===== src/rtl/fft_bitrev_reorder_if.sv =====
// Sample/pair stream bundle for the bit-reversal reorder stage.
// The slave side is the reorder block: it consumes natural-order samples
// and produces butterfly pairs plus the mid-frame start-of-frame pulse.
interface fft_bitrev_reorder_if #(
    parameter int DW = 32
);
    logic          sop_i;
    logic          data_in_flag_i;
    logic [DW-1:0] data_real_i;
    logic [DW-1:0] data_imag_i;
    logic          data_out_flag_o;
    logic [DW-1:0] data1_real_o;
    logic [DW-1:0] data1_imag_o;
    logic [DW-1:0] data2_real_o;
    logic [DW-1:0] data2_imag_o;
    logic          frame_err_o;

    modport master (
        output sop_i, data_in_flag_i, data_real_i, data_imag_i,
        input  data_out_flag_o, data1_real_o, data1_imag_o,
               data2_real_o, data2_imag_o, frame_err_o
    );

    modport slave (
        input  sop_i, data_in_flag_i, data_real_i, data_imag_i,
        output data_out_flag_o, data1_real_o, data1_imag_o,
               data2_real_o, data2_imag_o, frame_err_o
    );
endinterface


===== src/rtl/fft_bitrev_reorder.sv =====
// Bit-reversal reorder stage in front of the radix-2 butterfly.
// Samples arrive one per valid cycle in natural order and are written into a
// ping-pong buffer at bit-reversed positions. Each bank is split into an even
// and an odd half so that butterfly pair k (even[k], odd[k]) is read in a
// single cycle. A finished bank is handed to a two-state reader that drains
// N/2 pairs on consecutive cycles.
module fft_bitrev_reorder #(
    parameter int N     = 8,
    parameter int LOG2N = 3,
    parameter int DW    = 32
) (
    input  logic                 sys_clk_i,
    input  logic                 rst_n_i,
    fft_bitrev_reorder_if.slave  bus
);
    localparam int AW   = LOG2N - 1;   // address width inside one half
    localparam int HALF = N / 2;

    typedef enum logic {IDLE, READ} rd_state_t;

    // Reverse the AW low index bits; the index MSB selects the half instead.
    function automatic logic [AW-1:0] bitrev(input logic [AW-1:0] v);
        logic [AW-1:0] r;
        for (int i = 0; i < AW; i++) r[i] = v[AW-1-i];
        return r;
    endfunction

    // ---------------- write side ----------------
    logic [LOG2N-1:0] wr_cnt;
    logic             wr_bank;
    logic [LOG2N-1:0] wr_n;
    logic             wr_en;
    logic             wr_last;
    logic             wr_half;
    logic [AW-1:0]    wr_addr;
    logic             sop_restart;
    logic             frame_err;

    // Decode the accepted sample: sop forces index 0, the last index hands off.
    // NOTE: every always_comb output gets a default first so no path can leave
    // a signal unassigned and infer a latch.
    always_comb begin
        wr_en       = bus.data_in_flag_i;
        wr_n        = bus.sop_i ? '0 : wr_cnt;
        wr_half     = wr_n[LOG2N-1];
        wr_addr     = bitrev(wr_n[AW-1:0]);
        wr_last     = wr_en && (wr_n == LOG2N'(N - 1));
        sop_restart = wr_en && bus.sop_i && (wr_cnt != '0);
    end

    // Sample counter, ping-pong bank select and the mid-frame sop pulse.
    // NOTE: state registers use non-blocking assignments so every flop samples
    // the pre-edge values regardless of statement order.
    always_ff @(posedge sys_clk_i or negedge rst_n_i) begin
        if (!rst_n_i) begin
            wr_cnt    <= '0;
            wr_bank   <= 1'b0;
            frame_err <= 1'b0;
        end else begin
            frame_err <= sop_restart;
            if (wr_en) begin
                wr_cnt <= wr_n + 1'b1;
                if (wr_last) wr_bank <= ~wr_bank;
            end
        end
    end

    // ---------------- storage ----------------
    // Each entry packs {imag, real}.
    logic [2*DW-1:0] mem_even [2][HALF];
    logic [2*DW-1:0] mem_odd  [2][HALF];

    // Write the sample into the even or odd half of the filling bank.
    // NOTE: the buffer has no reset; every entry is rewritten before a bank is
    // handed to the reader, so stale contents are never observed.
    always_ff @(posedge sys_clk_i) begin
        if (wr_en) begin
            if (wr_half) mem_odd[wr_bank][wr_addr]  <= {bus.data_imag_i, bus.data_real_i};
            else         mem_even[wr_bank][wr_addr] <= {bus.data_imag_i, bus.data_real_i};
        end
    end

    // ---------------- reader ----------------
    rd_state_t     state, state_nx;
    logic [AW-1:0] rd_addr, rd_addr_nx;
    logic          rd_bank, rd_bank_nx;
    logic          pend, pend_nx;
    logic          pend_bank, pend_bank_nx;
    logic          rd_en;

    // Next-state logic: drain one pair per cycle, chain straight into a
    // pending or simultaneous handoff so no completed frame is ever lost.
    always_comb begin
        state_nx     = state;
        rd_addr_nx   = rd_addr;
        rd_bank_nx   = rd_bank;
        pend_nx      = pend;
        pend_bank_nx = pend_bank;
        rd_en        = 1'b0;
        case (state)
            IDLE: begin
                if (wr_last) begin
                    state_nx   = READ;
                    rd_addr_nx = '0;
                    rd_bank_nx = wr_bank;
                end
            end
            READ: begin
                rd_en      = 1'b1;
                rd_addr_nx = rd_addr + 1'b1;   // wraps to 0 after the last pair
                if (rd_addr == AW'(HALF - 1)) begin
                    if (pend) begin
                        rd_bank_nx   = pend_bank;
                        pend_nx      = wr_last;
                        pend_bank_nx = wr_bank;
                    end else if (wr_last) begin
                        rd_bank_nx = wr_bank;
                    end else begin
                        state_nx = IDLE;
                    end
                end else if (wr_last) begin
                    pend_nx      = 1'b1;
                    pend_bank_nx = wr_bank;
                end
            end
            default: state_nx = IDLE;
        endcase
    end

    // Reader state register.
    always_ff @(posedge sys_clk_i or negedge rst_n_i) begin
        if (!rst_n_i) begin
            state     <= IDLE;
            rd_addr   <= '0;
            rd_bank   <= 1'b0;
            pend      <= 1'b0;
            pend_bank <= 1'b0;
        end else begin
            state     <= state_nx;
            rd_addr   <= rd_addr_nx;
            rd_bank   <= rd_bank_nx;
            pend      <= pend_nx;
            pend_bank <= pend_bank_nx;
        end
    end

    // ---------------- output ----------------
    logic          out_flag;
    logic [DW-1:0] d1_re, d1_im, d2_re, d2_im;

    // Registered pair output; data holds its last value while the flag is low.
    always_ff @(posedge sys_clk_i or negedge rst_n_i) begin
        if (!rst_n_i) begin
            out_flag <= 1'b0;
            d1_re    <= '0;
            d1_im    <= '0;
            d2_re    <= '0;
            d2_im    <= '0;
        end else begin
            out_flag <= rd_en;
            if (rd_en) begin
                {d1_im, d1_re} <= mem_even[rd_bank][rd_addr];
                {d2_im, d2_re} <= mem_odd[rd_bank][rd_addr];
            end
        end
    end

    assign bus.data_out_flag_o = out_flag;
    assign bus.data1_real_o    = d1_re;
    assign bus.data1_imag_o    = d1_im;
    assign bus.data2_real_o    = d2_re;
    assign bus.data2_imag_o    = d2_im;
    assign bus.frame_err_o     = frame_err;
endmodule


===== src/flat_wrapper.sv =====
// flat-port wrapper written by rule: the top's interface ports become plain ports
module fft_bitrev_reorder_flat 
#(
    parameter int N     = 8,
    parameter int LOG2N = 3,
    parameter int DW    = 32
)
  (sys_clk_i, rst_n_i, bus_sop_i, bus_data_in_flag_i, bus_data_real_i, bus_data_imag_i, bus_data_out_flag_o, bus_data1_real_o, bus_data1_imag_o, bus_data2_real_o, bus_data2_imag_o, bus_frame_err_o);
  fft_bitrev_reorder_if #(.DW(DW)) bus_i ();
  input  logic sys_clk_i;
  input  logic rst_n_i;
  input wire logic [$bits(bus_i.sop_i)-1:0] bus_sop_i;
  input wire logic [$bits(bus_i.data_in_flag_i)-1:0] bus_data_in_flag_i;
  input wire logic [$bits(bus_i.data_real_i)-1:0] bus_data_real_i;
  input wire logic [$bits(bus_i.data_imag_i)-1:0] bus_data_imag_i;
  output wire logic [$bits(bus_i.data_out_flag_o)-1:0] bus_data_out_flag_o;
  output wire logic [$bits(bus_i.data1_real_o)-1:0] bus_data1_real_o;
  output wire logic [$bits(bus_i.data1_imag_o)-1:0] bus_data1_imag_o;
  output wire logic [$bits(bus_i.data2_real_o)-1:0] bus_data2_real_o;
  output wire logic [$bits(bus_i.data2_imag_o)-1:0] bus_data2_imag_o;
  output wire logic [$bits(bus_i.frame_err_o)-1:0] bus_frame_err_o;
  assign bus_i.sop_i = bus_sop_i;
  assign bus_i.data_in_flag_i = bus_data_in_flag_i;
  assign bus_i.data_real_i = bus_data_real_i;
  assign bus_i.data_imag_i = bus_data_imag_i;
  assign bus_data_out_flag_o = bus_i.data_out_flag_o;
  assign bus_data1_real_o = bus_i.data1_real_o;
  assign bus_data1_imag_o = bus_i.data1_imag_o;
  assign bus_data2_real_o = bus_i.data2_real_o;
  assign bus_data2_imag_o = bus_i.data2_imag_o;
  assign bus_frame_err_o = bus_i.frame_err_o;
  fft_bitrev_reorder #(.N(N), .LOG2N(LOG2N), .DW(DW)) u_core (.sys_clk_i(sys_clk_i), .rst_n_i(rst_n_i), .bus(bus_i));
endmodule

===== config.mk =====
export PLATFORM = sky130hd
export DESIGN_NAME = fft_bitrev_reorder_flat
export DESIGN_NICKNAME = d
export VERILOG_FILES = /design/src/rtl/fft_bitrev_reorder_if.sv /design/src/rtl/fft_bitrev_reorder.sv /design/src/flat_wrapper.sv
export SDC_FILE = /design/constraint.sdc
export NUM_CORES = 1
export LEC_CHECK = 0
export CELL_PAD_IN_SITES_DETAIL_PLACEMENT = 1
export CELL_PAD_IN_SITES_GLOBAL_PLACEMENT = 1
export CORE_MARGIN = 3
export CORE_UTILIZATION = 40
export DETAILED_ROUTE_END_ITERATION = 8
export GPL_ROUTABILITY_DRIVEN = 1
export PLACE_DENSITY_LB_ADDON = 0.1
export SKIP_CTS_REPAIR_TIMING = 1
export SYNTH_ARGS = -nofsm -noshare
export SYNTH_HDL_FRONTEND = slang
export SYNTH_SLANG_ARGS = --single-unit

===== constraint.sdc =====
create_clock -name sys_clk_i -period 7.35 [get_ports sys_clk_i]
set_input_delay 2.205 -clock sys_clk_i [delete_from_list [all_inputs] [get_ports sys_clk_i]]
set_output_delay 2.205 -clock sys_clk_i [all_outputs]
set_load 0.05 [all_outputs]

==> summary.md, run 1 <==
The run finished with clean final reports. The wire-length estimate of the detail-placed layout is 63.3 mm. In the layout the commonest cells are sky130_fd_sc_hd__edfxtp_1, sky130_fd_sc_hd__mux2i_1, sky130_fd_sc_hd__nor2b_1, sky130_fd_sc_hd__clkdlybuf4s50_1.

CTS built an H-tree with a depth of 4. During synthesis, Yosys emitted a total of 0 warnings. The logs give 0.00993 mm² for the multi-input logic area and 0.0205 ns for the clock tree skew after final layout. The signal on the critical path passes through clkdlybuf4s50_1 > nor3b_1 > and2_4 > buf_4.

The region available for standard cell placement spans 0.112 mm². The transition at the pin with the smallest max-transition slack works out to 1.19 ns. For this run, the detailed router's first-pass iteration total came to 5. The worst setup path is launched from a primary input. In this run the critical register-to-register path is launched from u_core.rd_bank. Clock tree synthesis inserted a total of 130 buffers. For the data required time at the worst endpoint, the log shows 7.75 ns. In this run the worst setup path begins at bus_data_in_flag_i.

The total detailed-routing wirelength came out at 117 mm. The library cell used most frequently in the layout, excluding fill and tap cells, is sky130_fd_sc_hd__edfxtp_1. The worst supply voltage drop on vdd was 0.238 mV; the maximum fanout along the worst path was 53. Setup violations remaining at the end of the flow were counted as 0. Hold is met by 0.516 ns. Each instance of the synthesized netlist takes up on average 17.8 µm². Relative to the synthesized area, the layout overhead comes to 15.8%.

The run gives 0 as the final-report hold violation count. The final max-slew violation count was 0; the number of rows in the core area was 122. After clock tree synthesis, the clock-pin slew on the worst setup and hold paths is 0.06 ns. Total die area: 0.117 mm². Root buffer selected by CTS: sky130_fd_sc_hd__clkbuf_16. The proportion of layout cells with a drive suffix above 1 was 0.0839. Counting flops and latches in the post-synthesis netlist gives 1164.

The global-route usage over all layers was 0.199. Ratio of final minimum period to clock period: 0.603. The tree built by TritonCTS fans out to 1164 sinks. The smallest clock period supported by the final layout is computed as 4.43 ns.

For the share of the yosys chip area belonging to registers, the log shows 0.756. For the total of fill cells in the finished design, the log shows 10.4k. The first routing iteration left 1642 violations.

At the end of the flow, the number of nets in the layout was 2819. On the critical path, the stage with the largest delay is an instance of sky130_fd_sc_hd__and2_4. Summing all placed instances gives a cell area of 0.0484 mm². The pin count of the biggest net entering global routing is 143, and the final routed DRC violation total is 0. The area fraction of the dominant cell type after synthesis came out at 0.678. Yosys attributes the largest share of cell area to sky130_fd_sc_hd__edfxtp_1, sky130_fd_sc_hd__mux2i_1, sky130_fd_sc_hd__dfrtp_1. TritonCTS built the clock tree. The type of the worst setup path was primary input to flop. The tools report the total non-filler cell area in the finished layout as 0.0525 mm². STA classifies the critical path endpoint as a flop. The worst hold path begins at u_core.pend_bank. The first global-routing pass estimated 173 mm of wire. The tools report the antenna violation net count after detailed routing as 0. The netlist uses 35 different library cells.

For the number of antenna violations at the first check in global routing, the log shows 2. In this run the static leakage power is 18.3 nW. The tools report the via count of the first global-routing pass as 25.7k. The die outline height is 343 µm, and the post-synthesis net count is 2627.

The starting density of the core is 0.406, and the area used by sequential logic in the layout is 0.0343 mm². The arrival time at the worst endpoint was 4.83 ns. The cell area that synthesis handed to floorplanning was 0.0453 mm². The count of vias placed by the detailed router was 23.7k; the worst-case headroom to the max-slew limit was 0.209. The clock reaches the later pin of the worst-skew pair after 0.72 ns. Setup repair after global routing left no endpoint under its margin. The longest clock path from root to sink contains 3 buffers.

Buffers placed on the I/O ports in this run total 197. The via density per instance works out to 5.47. Summed over all layers, the global routing overflow is 0. Dividing total power by cell area gives a power density of 400 mW/mm².

Biggest cell delay along the critical path: 0.93 ns. Counting every instance in the synthesized netlist gives 2553. In the final routed layout, each cell accounts on average for 26.9 µm.

After routing, the total negative slack on setup checks comes to 0 ns. For this design the top-level I/O count stands at 198. The path class of the lowest-slack min-delay path was flop to flop.

The routability-driven placement congestion ratio came out at 0.717. For this run, the top clock speed supported by timing is 0.226 GHz. For the max-cap violation count, the log shows 0. The cell type with the highest aggregate area in the netlist is sky130_fd_sc_hd__edfxtp_1. The die is 343 µm wide.
-- per-layer routing --
metal,track usage,vias up,share of wire
met4,0.0483,0,0.017
met2,0.330,419,0.49
met3,0.0310,142,0.034
met5,0,-,0
met1,0.276,12600,0.46
li1,-,10500,-
-- final timing paths --
kind | endpoint | slack (ns) | cells after the start
max reg2reg | u_core.bus.data1_imag_o[1] | 3.86 | 5
min reg2reg | u_core.pend_bank | 0.52 | 1
max | u_core.mem_even[0][79] | 2.92 | 4
min in group asynchronous | u_core.bus.data2_imag_o[21] | 1.45 | 1
min | u_core.pend_bank | 0.52 | 1
max in group asynchronous | u_core.rd_addr[0] | 4.37 | 2
-- worst max-delay path, delay by kind of cell --
kind | cells | cell delay [ns]
and+or+nand+nor | 2 | 1.44
buffers and inverters | 2 | 1.17
-- kinds of logic after synthesis --
| kind of cell | share of synthesized area |
|---|---|
| DFF | 0.756 |
| and+or+nand+nor | 0.0545 |
| adders and majority gates | 0.00166 |
| AOI/OAI and AO/OA | 0.0759 |
| muxes | 0.0858 |
| xor gates and xnor gates | 0.000193 |
| buffers and inverters | 0.0262 |
-- synth_stat cells, drive strengths merged --
| master | number |
|---|---|
| inv | 3 |
| a211o | 128 |
| dfrtp | 140 |
| a41o | 128 |
| a21boi | 1 |
| and2 | 17 |
| nor2 | 3 |
| buf | 107 |
| o21ai | 3 |
| o211ai | 1 |
| a21oi | 3 |
| clkbuf | 66 |
| xnor2 | 1 |
| a21o | 1 |
| edfxtp | 1024 |
| nand3b | 1 |
| o2bb2ai | 1 |
| nor2b | 260 |
| a31oi | 1 |
| mux2i | 384 |
| nand2 | 8 |
| and3b | 1 |
| nand3 | 128 |
| nand2b | 1 |
| nor3b | 2 |
| mux2 | 4 |
| a22oi | 128 |
| o311a | 1 |
| and3 | 1 |
| ha | 6 |
-- report_power, final --
part / internal [mW] / switching, mW / leakage, nW / total, mW
sequential: 7.76 / 0.588 / 11.0 / 8.35
combinational: 2.28 / 4.10 / 5.38 / 6.38
clock: 3.74 / 2.54 / 2.01 / 6.29
-- metrics by stage --
step	setup slack, ns	instances	power (mW)	util
2_1_floorplan	2.70	2553	12.9	-
3_3_place_gp	2.18	4100	14.9	0.433
3_5_place_dp	2.11	4101	15.0	0.434
4_1_cts	2.87	4335	21.3	0.470
5_1_grt	2.73	4335	22.0	0.470
6_report	2.92	4337	21.0	0.471
-- final cells by class --
cell class,instances,share of cell area
inverters,3,0.000214
clock buffers,190,0.0708
flip-flops and latches,1164,0.653
repair buffers,233,0.0439
clock inverters,44,0.00767
multi-input cells,1213,0.189
diodes,2,0.0000953
well taps,1488,0.0355
-- flip-flops by register name (all words and copies together), names as in the netlist, 2 cells and up --
register,flops
u_core.rd_addr,2
u_core.bus.data1_imag_o,32
u_core.bus.data2_real_o,32
u_core.bus.data1_real_o,32
u_core.wr_cnt,3
u_core.mem_odd,512
u_core.mem_even,512
u_core.bus.data2_imag_o,32
Power figures use the tool's default switching activity.
==> run 2, diff against run 1 <==
==> constraint.sdc (replaced) <==
create_clock -name sys_clk_i -period 4.35 [get_ports sys_clk_i]
set_input_delay 1.305 -clock sys_clk_i [delete_from_list [all_inputs] [get_ports sys_clk_i]]
set_output_delay 1.305 -clock sys_clk_i [all_outputs]
set_load 0.05 [all_outputs]
==> run 2 against run 1 <==
Combinational power rose by 72%. Critical path depth fell by 3. Power rose by 68%. Design area rose by 0.87%. Final cell count rose by 0.67%. Critical endpoint is now bus_data2_imag_o[29]. Largest cell class unchanged. Largest power group unchanged.
==> summary.md, run 2 (synthesis results as in run 1) <==
The die outline height is 343 µm (unchanged). The later-pin clock latency in the skew report was 0.71 ns (was 0.72 ns). For the maximum level of the CTS H-tree, the log shows 4 (unchanged). The routability-driven placement congestion ratio was 0.731 (was 0.717).

TritonCTS built the clock tree. Subtracting the final worst setup slack from the clock period gives 3.42 ns. The type of the worst setup path was flop to primary output (was primary input to flop). The I/O pin count is 198 (unchanged), and the static power due to leakage is 18.5 nW (was 18.3 nW). The worst-case headroom to the max-slew limit was 0.417 (was 0.209); the part of the power in the clock network was 0.290 (was 0.299). The tools report the clock tree skew after final layout as 0.0260 ns (was 0.0205 ns). The buffers plus inverters on the worst setup path is 1 (was 2), and the utilization of the core after routing is 0.475 (was 0.471). The number of antenna violations at the first check in global routing was 4 (was 2). The total die area was 0.117 mm² (unchanged); the post-route setup TNS was 0 ns (unchanged).

Estimated wirelength of the detail-placed design: 66.8 mm (was 63.3 mm). The tools report the final instance count without filler cells as 4366 (was 4337). For the clock sink count, the log shows 1164 (unchanged).

Critical Path, Cell by Cell: clkdlybuf4s50_1 (was clkdlybuf4s50_1 > nor3b_1 > and2_4 > buf_4). First-pass GRT wire length: 175 mm (was 173 mm). Most frequent cells in the layout: sky130_fd_sc_hd__edfxtp_1, sky130_fd_sc_hd__mux2i_1, sky130_fd_sc_hd__nor2b_1, sky130_fd_sc_hd__clkdlybuf4s50_1, sky130_fd_sc_hd__dfrtp_1 (was sky130_fd_sc_hd__edfxtp_1, sky130_fd_sc_hd__mux2i_1, sky130_fd_sc_hd__nor2b_1, sky130_fd_sc_hd__clkdlybuf4s50_1). The total detailed-routing wirelength was 119 mm (was 117 mm). The cell family contributing the most delay on the critical path was buffers and inverters (was simple AND/OR/NAND/NOR gates).

The run gives 0.406 (unchanged) as the starting density of the core. For the max-cap violation count, the log shows 0 (unchanged). The horizontal die dimension came out at 343 µm (unchanged). Setup repair after global routing left no endpoint under its margin. Number of rows in the core area: 122 (unchanged).

The final-report hold violation count was 0 (unchanged); the worst supply voltage drop on vdd was 0.499 mV (was 0.238 mV). The number of design-rule violations left by the first detailed-router iteration is 1572 (was 1642), and the ratio of final minimum period to clock period is 0.786. The logs give 23.0 mW (was 13.8 mW) for the internal power and 3 (unchanged) for the maximum count of clock buffers along a single path. The layout-stage area growth over the synthesis result works out to 16.9% (was 15.8%).

For the core outline area, the log shows 0.112 mm² (unchanged). Via density per instance: 5.46 (was 5.47). The maximum fanout along the worst path came out at 2 (was 53). Path class of the lowest-slack min-delay path: flop to flop (unchanged).

The final routed DRC violation total came out at 0 (unchanged). Leading cell type in the layout, fill and taps excluded: sky130_fd_sc_hd__edfxtp_1 (unchanged). The run gives 100 (was 143) as the pin count of the biggest net entering global routing. CTS clock-pin slew for the worst setup and hold paths: 0.06 ns (about the same). The root buffer selected by CTS is sky130_fd_sc_hd__clkbuf_16 (unchanged). The proportion of layout cells with a drive suffix above 1 was 0.0918 (was 0.0839); the length of the first detailed-routing pass in iterations was 7 (was 5).

The cell with the largest stage delay on the worst path was sky130_fd_sc_hd__clkdlybuf4s50_1 (was sky130_fd_sc_hd__and2_4). The total of fill cells in the finished design is 10.4k (about the same), and the switching power is 12.3 mW (was 7.23 mW). The tools report the nature of the critical path endpoint as a primary output (was a flop). The via count of the first global-routing pass came out at 25.8k (was 25.7k). The area used by sequential logic in the layout came out at 0.0343 mm² (unchanged). For the combinational share of power, the log shows 0.313 (was 0.304).

Maximum operating frequency: 0.292 GHz. The sum of overflow across all layers after global routing was 0 (unchanged). The flow ran to the end, and the final reports show no timing, DRC or antenna violations. The tools report the worst hold margin as 0.529 ns (was 0.516 ns).

Biggest cell delay along the critical path: 0.88 ns (was 0.93 ns). The antenna violation net count after detailed routing is 0 (unchanged), and the sequential fraction of design power is 0.397 (about the same). The number of placed instances, taps included was 4130 (was 4101); the count of vias placed by the detailed router was 23.8k (was 23.7k). The logs give 130 (unchanged) for the total clock buffers created by CTS and 3.04 ns (was 7.75 ns) for the data required time at the worst endpoint.

The tools report the arrival time at the worst endpoint as 2.12 ns (was 4.83 ns). The average wire length per cell after detail routing came out at 27.2 µm (was 26.9 µm). The proportion of total power due to net switching came out at 0.347 (was 0.344). Top flop regs: u_core.mem_even: 512 flops, u_core.mem_odd: 512 flops (unchanged). The multi-input logic area was 0.00993 mm² (unchanged).

The global-route usage over all layers is 0.202 (was 0.199). The run gives 2848 (was 2819) as the total number of nets in the final design. The number of setup violations in the final report came out at 0 (unchanged). The transition at the pin with the smallest max-transition slack is 0.875 ns (was 1.19 ns), and the number of port buffers is 197 (unchanged). The areal power density over the cells works out to 666 mW/mm² (was 400 mW/mm²).

The element type at the critical path start is a flop (was a primary input). The tools report the final max-slew violation count as 0 (unchanged).
-- run 2: routing by layer --
metal  global-route usage  wire [µm]  vias to the layer above
met4               0.0474       1850                        2
met2                0.330      57300                      452
li1                     -          -                    10600
met3               0.0313       4380                      135
met5                    0         13                        -
met1                0.286      55200                    12700
-- run 2: worst register-to-register path, stage by stage (launching register included) --
cell                       delay (ns)
sky130_fd_sc_hd__dfrtp_4         0.79
sky130_fd_sc_hd__nand2b_4        0.72
sky130_fd_sc_hd__buf_4           0.59
sky130_fd_sc_hd__a211o_1         0.27
sky130_fd_sc_hd__a41o_1          0.19
-- run 2: power by group through the flow --
| stage | Combinational (mW) | Sequential, mW | Clock, mW |
|---|---|---|---|
| final | 11.0 | 14.0 | 10.2 |
| after global placement | 11.1 | 14.2 | 0 |
| after global routing | 11.8 | 14.1 | 11.0 |
| after floorplan | 5.97 | 15.8 | 0 |
| after detailed placement | 11.1 | 14.3 | 0 |
| after CTS | 11.2 | 14.1 | 10.5 |
-- run 2: final timing paths --
check                                            startpoint                           to  slack [ns]  depth (start not counted)
min in group asynchronous                           rst_n_i  u_core.bus.data1_imag_o[19]        0.61                          1
max in group asynchronous                           rst_n_i            u_core.rd_addr[0]        2.70                          2
worst min-delay path                       u_core.pend_bank             u_core.pend_bank        0.53                          1
worst max register to register            u_core.rd_addr[0]   u_core.bus.data2_imag_o[0]        1.72                          4
worst min register to register             u_core.pend_bank             u_core.pend_bank        0.53                          1
worst max-delay path            u_core.bus.data2_imag_o[29]         bus_data2_imag_o[29]        0.93                          1
-- run 2: final cells by class --
type / count / area share
sequential: 1164 / 0.647
clock inverter: 39 / 0.00560
clock buffer: 195 / 0.0689
tap: 1488 / 0.0352
multi-input combinational: 1213 / 0.188
timing repair buffer: 262 / 0.0554
inverter: 3 / 0.000213
antenna: 2 / 0.0000945
-- run 2: stage by stage --
stage / area, µm² / setup WS [ns] / total power [mW]
floorplan: 45300 / 0.600 / 21.7
global placement: 49000 / 0.750 / 25.3
detailed placement: 49000 / 0.715 / 25.4
CTS: 53000 / 0.894 / 35.8
global route: 53000 / 0.896 / 36.9
finish: 53000 / 0.930 / 35.3
==> variant, RTL diff (flow settings as in run 2) <==
`LOG2N` is set to 3 in 2 places; all go to 2.
--- a/src/rtl/fft_bitrev_reorder.sv
+++ b/src/rtl/fft_bitrev_reorder.sv
@@ -6,7 +6,7 @@
 // N/2 pairs on consecutive cycles.
 module fft_bitrev_reorder #(
     parameter int N     = 8,
-    parameter int LOG2N = 3,
+    parameter int LOG2N = 2,
     parameter int DW    = 32
 ) (
     input  logic                 sys_clk_i,
--- a/src/flat_wrapper.sv
+++ b/src/flat_wrapper.sv
@@ -2,7 +2,7 @@
 module fft_bitrev_reorder_flat 
 #(
     parameter int N     = 8,
-    parameter int LOG2N = 3,
+    parameter int LOG2N = 2,
     parameter int DW    = 32
 )
   (sys_clk_i, rst_n_i, bus_sop_i, bus_data_in_flag_i, bus_data_real_i, bus_data_imag_i, bus_data_out_flag_o, bus_data1_real_o, bus_data1_imag_o, bus_data2_real_o, bus_data2_imag_o, bus_frame_err_o);
Formal check against the unedited RTL: same outputs for any inputs over 4 cycles, from zero or initial values and one cycle with rst_n_i low; that may be too few to reach the edited logic, so the function may still have changed.
==> variant against run 2 <==
- routed wire length down 57%
- cell area down 45%
- die area down 47%
- total power down 39%
- sequential cell count down 514
- worst setup slack better by 310 ps
- via count down 56%
- area after synthesis down 48%
- clock skew down 8.2 ps
- largest cell class unchanged
==> variant: results (changes against run 2) <==
{| class="wikitable"
! Metric !! Value
|-
| Number of clock buffers inserted by TritonCTS || 70 (-46%)
|-
| Critical R2R Launch || u_core.rd_addr$_DFFE_PN0P_
|-
| Total iterations of the first detailed-routing run || 5 (-2)
|-
| Count of fill cells added during filler insertion || 5162 (-50%)
|-
| Placed cell area || 26740 um2 (-45%)
|-
| Proportion of register bits with asynchronous set or reset after synthesis || 21.23% (+9.2 points)
|-
| Pre-CTS setup slack || 889.1 ps (+174.2 ps)
|-
| GR Util All Layers || 16.64% (-3.6 points)
|-
| Global-route wire length before repair || 77.98 mm (-56%)
|-
| Number of multi-input combinational cells in the layout || 294 (-76%)
|-
| Met1 Routed Length || 21.53 mm (-61%)
|-
| Placed instance count || 1931 (-53%)
|-
| Sequential-to-total area share from yosys stat || 79.50% (+3.9 points)
|-
| Layout cell share with drive strength beyond 1 || 30.58% (+21 points)
|-
| Antenna violations before repair || 2 (-2)
|-
| Non-filler cells in the finished layout || 2060 (-53%)
|-
| GRT met2 Usage || 28.49% (-4.6 points)
|-
| Clock skew after layout || 17.87 ps (-8.162 ps)
|-
| Final hold slack || 504.8 ps (-24.46 ps)
|-
| Clock latency at the later pin of the worst-skew pair || 590 ps (-120 ps)
|-
| Met1 Use GR || 21.82% (-6.7 points)
|-
| Routed wire length || 50.95 mm (-57%)
|-
| Well tap count || 765 (-49%)
|-
| Vias per cell || 5.148 (-5.7%)
|-
| XOR/XNOR Fraction of Synth Area || 0.03698% (+0.018 points)
|-
| Sequential share of cell area || 65.06% (+0.35 points)
|-
| Leakage power || 9.751 nW (-47%)
|-
| Status || finished clean
|-
| Synthesized netlist cell count || 990 (-61%)
|-
| Hold Startpoint || u_core.bus.data1_imag_o[2]$_DFFE_PN0P_
|-
| NumNets Final || 1307 (-54%)
|-
| Adder and majority gate portion of the synthesized area || 0.05283% (-0.11 points)
|-
| Met2 wire len || 26.38 mm (-54%)
|-
| Data arrival at the endpoint of the critical path || 1800 ps (-320 ps)
|-
| Inverters || 0 (-3)
|-
| Top flop regs || u_core.mem_even (256), u_core.mem_odd (256)
|-
| Count of clock buffers in the final design || 98 (-50%)
|-
| Capture endpoint of the worst hold path || u_core.bus.data1_imag_o[2]$_DFFE_PN0P_
|-
| Distinct cell type count after synthesis || 27 (-23%)
|-
| Dominant cells by area after synthesis || sky130_fd_sc_hd__edfxtp_1, sky130_fd_sc_hd__dfrtp_1, sky130_fd_sc_hd__mux4_2, sky130_fd_sc_hd__mux2_2, sky130_fd_sc_hd__buf_6
|-
| Fraction of synthesized area in multiplexers || 18.35% (+9.8 points)
|-
| Synth Net Count || 1059 (-60%)
|-
| Top cells by instance count after synthesis || sky130_fd_sc_hd__edfxtp_1, sky130_fd_sc_hd__dfrtp_1, sky130_fd_sc_hd__mux2_2
|-
| Synth Area in Compound Gates || 0.2008% (-7.4 points)
|-
| HPWL after detailed placement || 30.46 mm (-54%)
|-
| Highest net fanout along the worst path || 1 (-1)
|-
| Post-synth EDFFs || 512 (-50%)
|-
| Worst Slack Setup Final || 1242 ps (+312.4 ps)
|}
## variant: per-stage QoR
step                setup TNS [ps]  power, mW  util (%)
finish                           0      21.41     49.81
global route                     0      22.41     49.81
CTS                              0      21.83     49.81
detailed placement               0      16.00     45.99
global placement                 0      15.92     45.99
floorplan                   -63550      13.49         -
## variant: worst max path at each step
stage,startpoint,to,slack [ps],cells after the start
after global placement,bus_data_in_flag_i,u_core.mem_odd[1][219]$_DFFE_PP_,910,4
after floorplan,bus_data_in_flag_i,u_core.mem_odd[1][192]$_DFFE_PP_,-270,3
after CTS,u_core.bus.frame_err_o$_DFF_PN0_,bus_frame_err_o,1170,1
after detailed placement,bus_data_in_flag_i,u_core.mem_odd[1][215]$_DFFE_PP_,890,4
after global routing,u_core.bus.frame_err_o$_DFF_PN0_,bus_frame_err_o,1190,1
final,u_core.bus.frame_err_o$_DFF_PN0_,bus_frame_err_o,1240,1
## variant: where the power goes
part,switching (mW),internal (mW)
sequential,0.836,7.78
combinational,3.99,3.09
clock,2.34,3.37
